### config.mk
export PLATFORM = sky130hd
export DESIGN_NAME = ar_flat
export DESIGN_NICKNAME = d
export VERILOG_FILES = /design/src/rtl/ar_pkg.sv /design/src/rtl/ar_if.sv /design/src/rtl/ar.sv /design/src/flat_wrapper.sv
export SDC_FILE = /design/constraint.sdc
export NUM_CORES = 1
export LEC_CHECK = 0
export CAP_MARGIN = 20
export CORE_UTILIZATION = 35
export DETAILED_ROUTE_END_ITERATION = 8
export HOLD_SLACK_MARGIN = 0.1
export PLACE_DENSITY = 0.83
export SYNTH_ARGS = -nofsm -noshare
export SYNTH_HDL_FRONTEND = slang
export SYNTH_SLANG_ARGS = --single-unit
### constraint.sdc
create_clock -name Clock -period 2.6 [get_ports Clock]
set_clock_uncertainty 0.1 [all_clocks]
set_input_delay 0.52 -clock Clock [delete_from_list [all_inputs] [get_ports Clock]]
set_output_delay 0.52 -clock Clock [all_outputs]
set_load 0.02 [all_outputs]
### src/rtl/ar_pkg.sv
// Shared datapath definitions: register and bus widths, decoder vector widths
// and the decoder select indices used by the datapath registers.
package ar_pkg;

  localparam int unsigned WIDTH   = 16;
  localparam int unsigned WR_BITS = 20;
  localparam int unsigned RD_BITS = 19;

  // Decoder bit assignments; other datapath registers add their indices here.
  localparam int unsigned WR_AR     = 2;
  localparam int unsigned RD_INC_AR = 1;

  typedef logic [WIDTH-1:0]   word_t;
  typedef logic [WR_BITS-1:0] wr_dec_t;
  typedef logic [RD_BITS-1:0] rd_dec_t;

endpackage : ar_pkg

### src/rtl/ar_if.sv
// Datapath control/data bundle seen by the address register: decoder vectors,
// A-bus load data and the registered address output.
interface ar_if;
  import ar_pkg::*;

  wr_dec_t WRDec_out;
  rd_dec_t RDec_out;
  word_t   A_BUS_out;
  word_t   AR_out;

  // Controller/datapath side drives decoders and A bus, observes AR.
  modport master (
    output WRDec_out,
    output RDec_out,
    output A_BUS_out,
    input  AR_out
  );

  // Register side.
  modport slave (
    input  WRDec_out,
    input  RDec_out,
    input  A_BUS_out,
    output AR_out
  );

endinterface : ar_if

### src/rtl/ar.sv
// Address register: loads from the A bus on its write-decoder select, otherwise
// increments on its read-decoder select; load has priority over increment.
module ar
  import ar_pkg::*;
#(
  parameter int unsigned WR_SEL  = WR_AR,
  parameter int unsigned INC_SEL = RD_INC_AR
) (
  input  logic Clock,
  input  logic Reset_n,
  ar_if.slave  bus
);

  word_t ar_q;
  word_t ar_d;

  // Next address: load beats increment; increment wraps modulo 2^WIDTH.
  always_comb begin
    ar_d = ar_q;
    if (bus.WRDec_out[WR_SEL]) begin
      ar_d = bus.A_BUS_out;
    end else if (bus.RDec_out[INC_SEL]) begin
      ar_d = ar_q + WIDTH'(1);
    end
  end

  always_ff @(posedge Clock) begin
    if (!Reset_n) begin
      ar_q <= '0;
    end else begin
      ar_q <= ar_d;
    end
  end

  assign bus.AR_out = ar_q;

endmodule : ar

### src/flat_wrapper.sv
// flat-port wrapper written by rule: the top's interface ports become plain ports
module ar_flat import ar_pkg::*;
#(
  parameter int unsigned WR_SEL  = WR_AR,
  parameter int unsigned INC_SEL = RD_INC_AR
)
  (Clock, Reset_n, bus_WRDec_out, bus_RDec_out, bus_A_BUS_out, bus_AR_out);
  ar_if bus_i ();
  input  logic Clock;
  input  logic Reset_n;
  input wire logic [$bits(bus_i.WRDec_out)-1:0] bus_WRDec_out;
  input wire logic [$bits(bus_i.RDec_out)-1:0] bus_RDec_out;
  input wire logic [$bits(bus_i.A_BUS_out)-1:0] bus_A_BUS_out;
  output wire logic [$bits(bus_i.AR_out)-1:0] bus_AR_out;
  assign bus_i.WRDec_out = bus_WRDec_out;
  assign bus_i.RDec_out = bus_RDec_out;
  assign bus_i.A_BUS_out = bus_A_BUS_out;
  assign bus_AR_out = bus_i.AR_out;
  ar #(.WR_SEL(WR_SEL), .INC_SEL(INC_SEL)) u_core (.Clock(Clock), .Reset_n(Reset_n), .bus(bus_i));
endmodule
==> run summary <==
Fmax achieved: 483.3 MHz
Hold depth: 2
CP Max Fanout: 6
Startpoint types: flip-flop
Cell depth of the worst setup path: 1
Worst path cell trace: clkdlybuf4s50_1
Worst hold slack: 0.4874 ns
Total CTS buffers: 3
Number of port buffers: 35
Overall global routing resource usage: 0.1666
Post-Route WL: 2.113 mm
# hold bufs at CTS: 0
LEAKAGE: 0.4850 nW
Area contributors post-synth: dfxtp_1 35%, xnor2_1 11%, a21oi_1 6.0%, o21ai_0 6.0%, nor4_2 5.4%
Final period utilization: 0.7958
Iteration count of the initial detailed-routing pass: 4
DRT iter0 DRCs: 10
Total gr overflow: 0
Mapped Area: 919.6 um2
Mean area per synthesized cell: 9.289 um2
Commonest cells after routing, fill and taps aside: 35 x clkdlybuf4s50_1, 16 x dfxtp_1, 12 x xnor2_1, 11 x o21ai_0, 11 x a21oi_1
Syn Inst Count: 99
Vias per std cell: 5.276
RSZ-0062 raised after global routing: no
Yosys top cell area share: 0.3483
Clock Pin Slew Worst Setup and Hold Paths: 0.09 ns
Average wire per standard cell: 12.96 um
Core Rows: 18
Peak supply drop: 0.0003315 V
Number of flip-flops in the largest register: 16
R2R setup slack: 0.98 ns
Post-route cell area: 1314 um2
Core Area: 2477 um2
Post-Synth Simple-Gate Area: 0.2531
Final worst path period need: 2.069 ns
Ant diodes: 0
Critical Path Max Stage Delay: 0.67 ns
DIE HEIGHT: 53.26 um
Die area: 2837 um2
Main combinational cell family by area after synthesis: simple AND/OR/NAND/NOR gates
Clk_lat worst skew: 0.28 ns
First-pass GRT wire length: 3.422 mm
Synth area leader: dfxtp_1
PostCTS Resize Cnt: 0
Reg2Reg Depth: 4
# setup viols final: 0
RR Endpoint: u_core.bus.AR_out[15]$_SDFFE_PN0P_
Crit Path Category: flip-flop to output port
Xor/xnor share of the synthesized area: 0.1429
CTS tree: yes
Max-Cap Viols: 0
Area delta synth->final: 42.86%
Post-route ant nets: 0
Clock buffer depth: 2
Slew Viols, Final: 0
Final-stage net count: 192
# Post-CTS Setup Buffers: 0
Slowest stage cell on the critical path: clkdlybuf4s50_1
Reg2Reg Launch Point: u_core.bus.AR_out[3]$_SDFFE_PN0P_
Pin count of the biggest net entering global routing: 28
Mux contribution to synthesized area: 0.01088
Adder-Cell Fraction of Synth Area: 0.01361
Number of global-route vias before repair: 835
Placed cell area: 1277 um2
Worst slew margin: 0.5503
Initial core utilization: 0.3712
Root buffer cell: clkbuf_4
Worst setup path end: bus_AR_out[5]
WP buf/inv: 1
Status: finished clean
H-Tree Depth: 1
Layout cells sized above 1: 0.09774
Clock sink total: 16
RD Place Congestion: 0.7288
Crit path from: u_core.bus.AR_out[5]$_SDFFE_PN0P_
Io pins: 73
Sequential cell area fraction in the yosys report: 0.3483
DRC: 0
Vias: 860
Hold Fails Final Rpt: 0
Worst EP required: 1.98 ns
DP HPWL: 1.679 mm
Netlist cell types: 19
CP top delay family: buffers and inverters
CP Capture Type: output port
Power per cell area: 449.9 nW/um2
WP data arrival: 1.45 ns
Synthesis warning total: 0
Setup TNS: 0 ns
Mapped Nets: 157
Antenna violations before repair: 0
Compound-gate portion of the synthesized area: 0.1741
HP Class: flip-flop to flip-flop
Slew @ Worst Pin: 0.6739 ns
Most common cell after layout, fill and taps aside: clkdlybuf4s50_1
Chip width: 53.26 um
Synth Register Bits: 16
-- cells by family (layout without fill, tap and decap cells) --
logic type,Yosys count,after routing
and+or+nand+nor,29,29
AOI/OAI and AO/OA,27,27
DFF,16,16
xor gates and xnor gates,15,15
buffers and inverters,10,44
adders and majority gates,1,1
muxes,1,1
-- Yosys cell counts --
| cell type | instances |
|---|---|
| xnor2_1 | 12 |
| o211a_1 | 5 |
| nand2_1 | 9 |
| nand4_4 | 2 |
| nor2_1 | 1 |
| clkbuf_1 | 4 |
| nor3_1 | 4 |
| a21oi_1 | 11 |
| ha_1 | 1 |
| nor4_4 | 2 |
| xor2_1 | 3 |
| buf_6 | 2 |
| o21ai_0 | 11 |
| nor4_2 | 4 |
| nand4_1 | 4 |
| inv_1 | 4 |
| nand3_1 | 3 |
| dfxtp_1 | 16 |
| mux2i_1 | 1 |
-- power by group --
part | switching (W) | leakage, nW | internal [W] | total [W]
clock network | 0.0000745 | 0.0210 | 0.0000853 | 0.000160
registers | 0.0000280 | 0.133 | 0.000263 | 0.000291
logic | 0.0000624 | 0.331 | 0.0000780 | 0.000140
total | 0.000165 | 0.485 | 0.000426 | 0.000591
-- worst register-to-register path, stage by stage (launching register included) --
cell,delay (ns)
dfxtp_1,0.45
nand4_4,0.27
nor4_2,0.41
xnor2_1,0.16
a21oi_1,0.09
-- worst min-delay path by stage --
stage,from,endpoint,slack (ns)
final,u_core.bus.AR_out[15]$_SDFFE_PN0P_,u_core.bus.AR_out[15]$_SDFFE_PN0P_,0.49
after global routing,u_core.bus.AR_out[12]$_SDFFE_PN0P_,u_core.bus.AR_out[12]$_SDFFE_PN0P_,0.52
after CTS,u_core.bus.AR_out[15]$_SDFFE_PN0P_,u_core.bus.AR_out[15]$_SDFFE_PN0P_,0.49
after detailed placement,u_core.bus.AR_out[15]$_SDFFE_PN0P_,u_core.bus.AR_out[15]$_SDFFE_PN0P_,0.47
after global placement,u_core.bus.AR_out[15]$_SDFFE_PN0P_,u_core.bus.AR_out[15]$_SDFFE_PN0P_,0.45
after floorplan,u_core.bus.AR_out[15]$_SDFFE_PN0P_,u_core.bus.AR_out[15]$_SDFFE_PN0P_,0.53
-- layer usage --
metal	track usage	up-vias	wire [um]
met4	0.09649	0	39
met3	0.03448	6	105
met1	0.1852	406	857
met2	0.2875	25	1111
li1	-	423	-
met5	0	-	0
-- cell type report --
cell class                 instances  area [um2]
fill                             236        1164
multi-input combinational         73       546.8
timing repair buffer              36       357.8
sequential                        16       320.3
tap                               30       37.54
clock buffer                       4       36.28
inverter                           4       15.01
-- per-stage QoR --
| stage | total power, W | setup slack (ns) | cells | util |
|---|---|---|---|---|
| 2_1_floorplan | 0.0003621 | 0.9923 | 99 | - |
| 3_3_place_gp | 0.0004323 | 0.3066 | 159 | 0.5157 |
| 3_5_place_dp | 0.0004375 | 0.2445 | 159 | 0.5157 |
| 4_1_cts | 0.0005979 | 0.5254 | 163 | 0.5303 |
| 5_1_grt | 0.0006234 | 0.4674 | 163 | 0.5303 |
| 6_report | 0.0005911 | 0.5309 | 163 | 0.5303 |
(Power assumes the default switching activity.)
